**src/rtl/trace_fifo_serializer.sv**
```systemverilog
// Trace port: captures PC changes (and IO writes when built with TRACE_WRITES_EN)
// into a FIFO and shows each record on the test header as held 6-bit symbols.
module trace_fifo_serializer #(
   parameter int DEPTH       = 16,
   parameter int HOLD_CYCLES = 16
) (
   input  logic        clk,
   input  logic        rst,
   input  logic        cpu_run,
   input  logic [23:0] pc,
   input  logic        io_wr,
   input  logic [23:0] io_a,
   input  logic [31:0] io_di,
   input  logic [3:0]  io_be,
   output logic [7:0]  test,
   output logic        fifo_full,
   output logic [7:0]  drop_cnt
);

   localparam int AW = $clog2(DEPTH);
   localparam int HW = $clog2(HOLD_CYCLES);
`ifdef TRACE_WRITES_EN
   localparam int EW = 67;
`else
   localparam int EW = 24;
`endif
   localparam logic [AW:0]   FULL_COUNT = (AW+1)'(DEPTH);
   localparam logic [HW-1:0] HOLD_LAST  = HW'(HOLD_CYCLES - 1);
   localparam logic [HW-1:0] HOLD_HALF  = HW'(HOLD_CYCLES / 2);
   localparam logic [3:0]    K_LAST     = 4'd10;

   typedef enum logic {S_IDLE, S_SEND} state_t;

   logic [23:0]   pc_last_reg;
   logic          pend_pc_v_reg, pend_pc_v_next;
   logic [23:0]   pend_pc_reg, pend_pc_next;
   logic          pc_event, wr_event, pend_v_eff;
   logic [23:0]   pend_pc_eff;
   logic          enq, room, push, pop, shift;
   logic [EW-1:0] enq_data;

   logic [EW-1:0] mem [DEPTH];
   logic [AW-1:0] wr_ptr_reg, rd_ptr_reg;
   logic [AW:0]   count_reg, count_next;
   logic [7:0]    drop_cnt_reg;

   state_t        state_reg, state_next;
   logic [HW-1:0] hold_reg, hold_next;
   logic [3:0]    k_reg;
   logic [65:0]   sr_reg;

`ifdef TRACE_WRITES_EN
   logic          io_wr_last_reg;
`else
   logic          unused_io;
   assign unused_io = ^{io_wr, io_a, io_di, io_be};
`endif

   // A PC event bypasses the pending register so it can enqueue in its own
   // cycle; it only waits in pend_pc when a write event claims the slot.
   always_comb begin
      pc_event    = cpu_run && (pc[23:20] != 4'hF) && (pc != pc_last_reg);
      pend_v_eff  = pc_event || pend_pc_v_reg;
      pend_pc_eff = pc_event ? pc : pend_pc_reg;
`ifdef TRACE_WRITES_EN
      wr_event = cpu_run && io_wr && !io_wr_last_reg && (io_a[23:20] != 4'hF);
      enq_data = wr_event ? {1'b1, 4'b0000, io_a, io_di, 2'b10, io_be}
                          : {1'b0, 36'd0, pend_pc_eff, 6'b000000};
`else
      wr_event = 1'b0;
      enq_data = pend_pc_eff;
`endif
      enq            = wr_event || pend_v_eff;
      pend_pc_v_next = wr_event && pend_v_eff;
      pend_pc_next   = pend_pc_eff;
   end

   // A pop in the same cycle frees the slot, so a full FIFO still accepts.
   assign room = (count_reg != FULL_COUNT) || pop;
   assign push = enq && room;

   always_comb begin
      count_next = count_reg;
      if (push && !pop) begin
         count_next = count_reg + 1'b1;
      end else if (pop && !push) begin
         count_next = count_reg - 1'b1;
      end
   end

   always_ff @(posedge clk) begin
      if (rst) begin
         pc_last_reg   <= '0;
         pend_pc_v_reg <= 1'b0;
         pend_pc_reg   <= '0;
         wr_ptr_reg    <= '0;
         rd_ptr_reg    <= '0;
         count_reg     <= '0;
         drop_cnt_reg  <= '0;
      end else begin
         pc_last_reg   <= pc;
         pend_pc_v_reg <= pend_pc_v_next;
         pend_pc_reg   <= pend_pc_next;
         count_reg     <= count_next;
         if (push) begin
            wr_ptr_reg <= wr_ptr_reg + 1'b1;
         end
         if (pop) begin
            rd_ptr_reg <= rd_ptr_reg + 1'b1;
         end
         if (enq && !room && (drop_cnt_reg != 8'hFF)) begin
            drop_cnt_reg <= drop_cnt_reg + 1'b1;
         end
      end
   end

`ifdef TRACE_WRITES_EN
   always_ff @(posedge clk) begin
      if (rst) begin
         io_wr_last_reg <= 1'b0;
      end else begin
         io_wr_last_reg <= io_wr;
      end
   end
`endif

   always_ff @(posedge clk) begin
      if (push) begin
         mem[wr_ptr_reg] <= enq_data;
      end
   end

   // Serializer: IDLE pops the head (1 cycle), SEND holds each symbol HOLD_CYCLES.
   always_comb begin
      state_next = state_reg;
      hold_next  = hold_reg;
      pop        = 1'b0;
      shift      = 1'b0;
      test       = {2'b00, sr_reg[65:60]};
      case (state_reg)
         S_IDLE: begin
            if (count_reg != '0) begin
               pop        = 1'b1;
               hold_next  = '0;
               state_next = S_SEND;
            end
         end
         S_SEND: begin
            test = {(hold_reg >= HOLD_HALF), (k_reg == K_LAST), sr_reg[65:60]};
            if (hold_reg == HOLD_LAST) begin
               hold_next = '0;
               if (k_reg == K_LAST) begin
                  state_next = S_IDLE;
               end else begin
                  shift = 1'b1;
               end
            end else begin
               hold_next = hold_reg + 1'b1;
            end
         end
         default: state_next = S_IDLE;
      endcase
   end

   // The FIFO head is read straight into the shift register on pop;
   // P records are left-aligned so the symbol index starts at 6.
   always_ff @(posedge clk) begin
      if (rst) begin
         state_reg <= S_IDLE;
         hold_reg  <= '0;
         k_reg     <= '0;
         sr_reg    <= '0;
      end else begin
         state_reg <= state_next;
         hold_reg  <= hold_next;
         if (pop) begin
`ifdef TRACE_WRITES_EN
            if (mem[rd_ptr_reg][66]) begin
               sr_reg <= mem[rd_ptr_reg][65:0];
               k_reg  <= 4'd0;
            end else begin
               sr_reg <= {mem[rd_ptr_reg][29:0], 36'd0};
               k_reg  <= 4'd6;
            end
`else
            sr_reg <= {mem[rd_ptr_reg], 42'd0};
            k_reg  <= 4'd6;
`endif
         end else if (shift) begin
            sr_reg <= {sr_reg[59:0], 6'd0};
            k_reg  <= k_reg + 1'b1;
         end
      end
   end

   assign fifo_full = (count_reg == FULL_COUNT);
   assign drop_cnt  = drop_cnt_reg;

endmodule
```
**config.mk**
```make
export PLATFORM = sky130hd
export DESIGN_NAME = trace_fifo_serializer
export DESIGN_NICKNAME = d
export VERILOG_FILES = /design/src/rtl/trace_fifo_serializer.sv
export SDC_FILE = /design/constraint.sdc
export NUM_CORES = 1
export LEC_CHECK = 0
export ABC_AREA = 1
export CORE_ASPECT_RATIO = 2
export CORE_MARGIN = 2
export CORE_UTILIZATION = 50
export DETAILED_ROUTE_END_ITERATION = 8
export PLACE_DENSITY = 0.68
export SLEW_MARGIN = 20
export SYNTH_ARGS = -nofsm -noshare
export SYNTH_HDL_FRONTEND = slang
export SYNTH_SLANG_ARGS = --single-unit
```
**constraint.sdc**
```tcl
create_clock -name clk -period 3.4 [get_ports clk]
set_clock_uncertainty 0.05 [all_clocks]
set_input_delay 0.34 -clock clk [delete_from_list [all_inputs] [get_ports clk]]
set_output_delay 0.34 -clock clk [all_outputs]
set_load 0.02 [all_outputs]
```
[Word-level counts from Yosys, hierarchy flattened]
Memory sizes are Yosys's and may differ from the RTL's. A register that Yosys moved wholly into a read port is not among the register bits.
Index checks and enable logic that the tools add are counted.
W data, S select, Z words.
Storage, ports and cells
  memories: 1
  output and inout port bits: 17
  flip-flop bits (word level): 102
  logic and storage cells: 66
  input port bits: 88
  bits in latches: 0
  memory bits (read-only): 0
  bits in writable memories: 384
Memories
  mem: depth 16, width 24, read ports 1, clocked after Yosys merged registers in 1, wr ports 1, line 42  | logic [EW-1:0] mem [DEPTH];
Cells by class
  shift operators: 0
  $add $sub $neg: 7
  mux-type cells: 22
  bitwise operators: 1
  eq/ne operators: 8
  $lt $le $gt $ge: 1
  div/mod/pow operators: 0
  reduce and logical (&&, ||, !) cells: 15
  multiply operators: 0
Operator list (count)
  $mux W66: 2
  $mux W24: 1
  $ne A24 B24 Y1: 1
  $add A4 B1 Y4 const B: 4
  $mux W4: 4
  $mux W5: 2
  $add A8 B1 Y8 const B: 1
  $eq A4 B4 Y1 const B: 2
  $mux W1: 8
  $mux W8: 1
  $ne A8 B8 Y1 const B: 1
  $pmux W4 S2: 1
  $logic_and A1 B1 Y1: 7
  $mux W3: 2
  $add A5 B1 Y5 const B: 1
  $eq A5 B5 Y1 const B: 1
  $ne A5 B5 Y1 const B: 1
  $reduce_bool A5 Y1: 1
  $sub A5 B1 Y5 const B: 1
  $ge A4 B4 Y1 const B: 1
  $ne A4 B4 Y1 const B: 1
  $reduce_bool A2 Y1: 2
  $logic_not A1 Y1: 3
  $ne A2 B2 Y1 const B: 1
  4 further kinds: 4

[Depth between registers and ports, before layout]
Gate-level depths: netlist of the first run.
  word-level depth: 9
  gate-level depth with buffers: 20

[Worst setup path after synthesis of the first run]
Ideal clock, no wire load.
  kind: in2reg
  from: in pc[14]
  to: mem mem[3][0], enable pin
  arrival: 2.595 ns
  cell stages on the path: 9
  library setup time: 0.435 ns
  slack: 0.320 ns
  path through: inv_1 nand2_1 nand2_1 nor2_1 nand2_1 nor2_2 nand3_4 nand3b_2 nor3_1
Between the ends
  cells in the longest elaborated chain, start to end: 5
Ends and longest elaborated chain
  from (decl): line 10  | input logic [23:0] pc,
  $ne A24 B24 Y1: line 62  | pc_event = cpu_run && (pc[23:20] != 4'hF) && (pc != pc_last_reg);
  $logic_and A1 B1 Y1: line 62
  $logic_and A1 B1 Y1: line 80  | assign push = enq && room;
  $mux W1: line 128  | if (push) begin
  $mux W1 (implied by the code): line 129  | mem[wr_ptr_reg] <= enq_data;
  to (decl): line 42
Every way passes these cells.

[Worst setup path after layout of the first run]
  from: reg state_reg
  to: reg count_reg[3]
Between the ends
  cells in the longest elaborated chain, start to end: 6
  elaborated cells on any way between the ends: 9
  those cells by class: mux (2); reduce/logical (7)
Ends and longest elaborated chain
  from (decl): line 47  | state_t state_reg, state_next;
  from (signal assigned): line 174  | state_reg <= state_next;
  $mux W1 *: line 140  | case (state_reg)
  $logic_or A1 B1 Y1 *: line 79  | assign room = (count_reg != FULL_COUNT) || pop;
  $logic_and A1 B1 Y1 *: line 80
  net push: line 39  | logic enq, room, push, pop, shift;
  $logic_not A1 Y1: line 86  | end else if (pop && !push) begin
  $logic_and A1 B1 Y1: line 86
  $reduce_bool A2 Y1 (no line)
  to (signal assigned): line 104  | count_reg <= count_next;
  to (decl): line 44  | logic [AW:0] count_reg, count_next;
The timed path passes the listed nets; every way through them passes the cells marked *.
A chain may end at the register's enable or synchronous reset.

==> results of run 1 <==
-- final cells by class --
type,instances,area [um2],share of cell area
Clock buffer,58,1180,0.0525
Clock inverter,19,256,0.0114
Inverter,162,611,0.0271
Multi-Input combinational cell,1095,5270,0.234
Sequential cell,490,13700,0.607
Tap cell,525,657,0.0292
Timing Repair Buffer,86,883,0.0392
-- synthesized netlist by cell type (all sizes together) --
library cell    n
edfxtp        384
nor2          316
o21ai         281
nand2         269
inv           161
dfxtp         106
nand3          63
buf            54
clkbuf         52
a21oi          39
o22ai          36
o221ai         23
ha             14
a31oi          10
nand4           9
nor3            8
o211ai          8
xor2            6
o21bai          3
a211oi          2
nand3b          2
xnor2           2
a22oi           1
clkinv          1
fa              1
o21a            1
or2             1
-- routing by layer --
| layer | global-route usage | up-vias | wire, um | part of all wire |
|---|---|---|---|---|
| met1 | 0.263 | 6679 | 18000 | 0.37 |
| met5 | 0 | - | 0 | 0 |
| met2 | 0.434 | 477 | 25500 | 0.52 |
| met4 | 0.117 | 0 | 2480 | 0.051 |
| met3 | 0.0244 | 134 | 2710 | 0.056 |
| li1 | - | 6389 | - | - |
-- final timing paths --
path                    from      endpoint
hold reg to reg   sr_reg[47]    sr_reg[47]
setup / recovery   state_reg  count_reg[3]
setup reg to reg   state_reg  count_reg[3]
hold / removal           rst    sr_reg[60]
-- cell families (layout without fill, tap and decap cells) --
family,Yosys count,after routing,synth area share
AO/OA/AOI/OAI,404,404,0.114
AND/OR/NAND/NOR,668,668,0.133
adder cells (fa/ha/maj),15,15,0.00975
flip-flops,490,490,0.682
XOR/XNOR,8,8,0.00350
buffers and inverters,268,325,0.0576
-- stage by stage --
| stage | utilization | total power [uW] | instances | worst slack (ps) |
|---|---|---|---|---|
| final | 0.571 | 16100 | 2435 | 483 |
| after detailed placement | 0.534 | 11200 | 2357 | -57.0 |
| after floorplan | - | 10000 | 1853 | 320 |
| after global routing | 0.571 | 16900 | 2435 | 249 |
| after global placement | 0.534 | 11000 | 2357 | 72.4 |
| after CTS | 0.570 | 16200 | 2434 | 488 |
-- power by group through the flow --
stage / clock, uW / sequential, uW / combinational (uW)
3_3_place_gp: 0 / 7210 / 3840
6_report: 5010 / 7090 / 4050
2_1_floorplan: 0 / 7090 / 2930
3_5_place_dp: 0 / 7220 / 4010
5_1_grt: 5290 / 7120 / 4470
4_1_cts: 5070 / 7090 / 4030
-- critical path: stages, from the launching register on --
cell	delay [ps]
dfxtp_1	440
inv_1	130
nor3_2	450
nand3b_2	240
inv_2	50
ha_1	250
inv_1	120
ha_1	280
buf_4	160
nand2_1	50
nor2_1	40
a211oi_1	270
xnor2_1	100
o21ai_0	150
inv_1	50
==> flow_summary.ini, run 1 <==
[power]
sequentialPowerShare = 0.439
p_int_uw = 11000
p_sw_uw = 5130
power_frac_clock = 0.310
power_frac_comb = 0.251
leakage_uw = 0.00814
ir_worst_vdd_uv = 819
netSwitchingFraction = 0.318
power_density_nw_per_um2 = 717

[worst_setup_path]
cp-start-kind = flop
r2r_setup_slack_ps = 480
cp.required_ps = 3800
cp-end-kind = flop
r2r_cells = 14
cp_max_fo = 7
cp.arrival_ps = 3320
critPathKind = flop to flop

[detailed_routing]
wire_per_inst_um = 20.0
routed_via_density = 5.62
routed_wl_um = 48600
first_pass_iters = 7
drc_errors = 0
drtIter0Drc = 1238
vias = 13700
antenna_left = 0

[yosys]
synth-warning-count = 0
synth_area_leaders = edfxtp_1 (58%), dfxtp_1 (11%), o21ai_0 (6.2%), nor2_1 (5.9%), nand2_1 (5.0%)
syn-num-nets = 1956
seq_area_frac_synth = 0.682
syn_area_per_cell_um2 = 10.8
synth_cell_types = 42
synth_top_area_share = 0.576
netlist_area_um2 = 20000
synthCells = 1853
synth_top_area_cell = edfxtp_1
ys_ff_latch = 490

[finish]
area_delta_synth_final_pct = 12.5
final_common_cell = edfxtp_1
drive_gt1_frac = 0.0869
layout_common_cells = edfxtp_1 (384), nor2_1 (299), nand2_1 (267)
diodes = 0
num-fill-cells = 3305
fin_area_um2 = 22500
largest_register_ffs = 384
top_register = mem
finalNetCount = 1980

[floorplan]
initial_core_util = 0.508
core_area_um2 = 39400
ios = 105
rows = 103
dieArea_um2 = 41700
die_y_um = 287
die_x_um = 145

[sta]
fin_crit_ps = 2920
rsz0062_at_grt = false
timing.hold.ws_ps = 190
tightest_slew_ps = 1100
maxSlewHeadroom = 0.269
drv_slew = 0
hold_viol = 0
totalNegativeSetupSlack_ps = 0
fin_crit_sh = 0.858
fmax_mhz = 343
setup_viol = 0

[clocking]
clock-sinks = 490
clk_pin_slew_ps = 70
htree_num_levels = 2
clock_latency_ps = 560
hold_buffers = 0
ctsRootBufferMaster = clkbuf_16
cts_buffer_depth = 3
cts_tree = built
post_cts_buffers = 0
cts_buffers = 42
cts.repair.resized = 0

[global_route]
grt_max_degree = 207
antenna_found_initial = 0
grtUsageTotal = 0.233
grt_pass1_vias = 13600
overflow = 0
grt_pass1_wl_um = 74700

[status]
status = complete, no violations

[placed_design]
place_area_um2 = 21100
portBuffers = 43
dp_hpwl_um = 27300
gp_congestion = 0.777

[run]
maxCapViolations = 0

[worst_hold_path]
hold_depth = 2
min_path_type = primary input to flop
Note: power is estimated with default switching activity, not from simulation.
==> run 2, diff against run 1 <==
--- a/config.mk
+++ b/config.mk
@@ -7,7 +7,7 @@
 export LEC_CHECK = 0
 export ABC_AREA = 1
 export CORE_ASPECT_RATIO = 2
-export CORE_MARGIN = 2
+export CORE_MARGIN = 4
 export CORE_UTILIZATION = 50
 export DETAILED_ROUTE_END_ITERATION = 8
 export PLACE_DENSITY = 0.68
==> flow_summary.ini, run 2 (same netlist as run 1, synthesis figures left out) <==
[status]
status = complete, no violations

[global_route]
grt_max_degree = 207
overflow = 0
grtUsageTotal = 0.228
grt_pass1_vias = 13600
grt_pass1_wl_um = 76000
antenna_found_initial = 0

[clocking]
cts_buffer_depth = 3
htree_num_levels = 2
hold_buffers = 0
cts_buffers = 42
ctsRootBufferMaster = clkbuf_16
cts.repair.resized = 0
clock_latency_ps = 550
clock-sinks = 490
post_cts_buffers = 0
clk_pin_slew_ps = 70
cts_tree = built

[detailed_routing]
drc_errors = 0
first_pass_iters = 7
routed_wl_um = 49400
drtIter0Drc = 1209
vias = 13700
antenna_left = 0
routed_via_density = 5.62
wire_per_inst_um = 20.3

[worst_hold_path]
min_path_type = primary input to flop

[floorplan]
die_y_um = 291
die_x_um = 149
ios = 105
dieArea_um2 = 43500
core_area_um2 = 39600
initial_core_util = 0.506
rows = 103

[worst_setup_path]
slowest_delay_ps = 450
cp.arrival_ps = 3340
crit_top_cell = nor2_1
cp_slowest_cell = nor3_2
crit_chain = inv_1 > nor3_2 > nand3b_2 > inv_2 > ha_1 > inv_1 > ha_1 > nand2_1 > nor2_1 > a211oi_1 > nor2_1 > o21ai_0 > nand2_1 > nor2_1
cp-start-kind = flop
cp_max_fo = 7
cp.required_ps = 3850
path_buf_inv = 3
cp-end-kind = flop
critPathKind = flop to flop
crit_family = simple AND/OR/NAND/NOR gates

[finish]
final_common_cell = edfxtp_1
area_delta_synth_final_pct = 12.2
layout_common_cells = edfxtp_1 (384), nor2_1 (299), nand2_1 (267)
finalNetCount = 1978
diodes = 0
post-route-util = 0.568
drive_gt1_frac = 0.0839
num-fill-cells = 3250
top_register = mem
largest_register_ffs = 384

[placed_design]
dp_hpwl_um = 28800
portBuffers = 43
dp_slack_ps = 31.2
gp_congestion = 0.802

[power]
power_frac_comb = 0.254
sequentialPowerShare = 0.444
ir_worst_vdd_uv = 627
netSwitchingFraction = 0.319
power_frac_clock = 0.301
power_density_nw_per_um2 = 708
p_sw_uw = 5070
p_int_uw = 10800
leakage_uw = 0.00810

[sta]
setup_slack_ps = 502
fin_crit_ps = 2900
maxSlewHeadroom = 0.301
totalNegativeSetupSlack_ps = 0
rsz0062_at_grt = false
drv_slew = 0
tightest_slew_ps = 1050
hold_viol = 0
setup_viol = 0
fin_crit_sh = 0.852
fmax_mhz = 345

[run]
maxCapViolations = 0
==> run 2: worst paths after layout <==
path,startpoint,end,slack (ps),cells past startpoint
setup / recovery,state_reg,count_reg[4],500,14
hold / removal,rst,hold_reg[1],220,2
setup reg to reg,state_reg,count_reg[4],500,14
hold reg to reg,sr_reg[47],sr_reg[47],420,2
==> run 2: layout make-up <==
type	count	area [um2]	area share
well taps	525	657	0.0292
clock buffers	54	1150	0.0511
repair buffers	84	898	0.0400
clock inverters	22	221	0.00986
multi-input cells	1095	5270	0.234
inverters	162	611	0.0272
flip-flops and latches	490	13700	0.608
==> run 2: per-stage QoR <==
stage	power [uW]	std cells	area, um2	hold slack [ps]
finish	15900	2432	22500	224
global route	16700	2432	22500	228
CTS	16000	2432	22500	204
detailed placement	11200	2356	21100	406
global placement	11100	2356	21100	405
floorplan	10000	1853	20000	394
==> run 2: power groups by stage <==
| stage | clock (uW) | sequential [uW] | combinational [uW] |
|---|---|---|---|
| floorplan | 0 | 7090 | 2930 |
| global route | 5120 | 7090 | 4520 |
| global placement | 0 | 7180 | 3870 |
| detailed placement | 0 | 7190 | 4030 |
| CTS | 4870 | 7060 | 4050 |
| finish | 4790 | 7060 | 4040 |
==> run 2: per-layer routing <==
layer | part of all wire | vias to the layer above | track usage
met5 | 0 | - | 0
met4 | 0.059 | 0 | 0.122
met3 | 0.063 | 152 | 0.0277
met2 | 0.52 | 505 | 0.404
met1 | 0.36 | 6625 | 0.266
li1 | - | 6387 | -
==> run 3, diff against run 2 <==
--- a/config.mk
+++ b/config.mk
@@ -10,8 +10,10 @@
 export CORE_MARGIN = 4
 export CORE_UTILIZATION = 50
 export DETAILED_ROUTE_END_ITERATION = 8
+export HOLD_SLACK_MARGIN = 0.02
 export PLACE_DENSITY = 0.68
 export SLEW_MARGIN = 20
 export SYNTH_ARGS = -nofsm -noshare
 export SYNTH_HDL_FRONTEND = slang
 export SYNTH_SLANG_ARGS = --single-unit
+export TNS_END_PERCENT = 10
==> results of run 3 <==
Same layout as run 2: the final DEF is identical, and so are final timing and power.
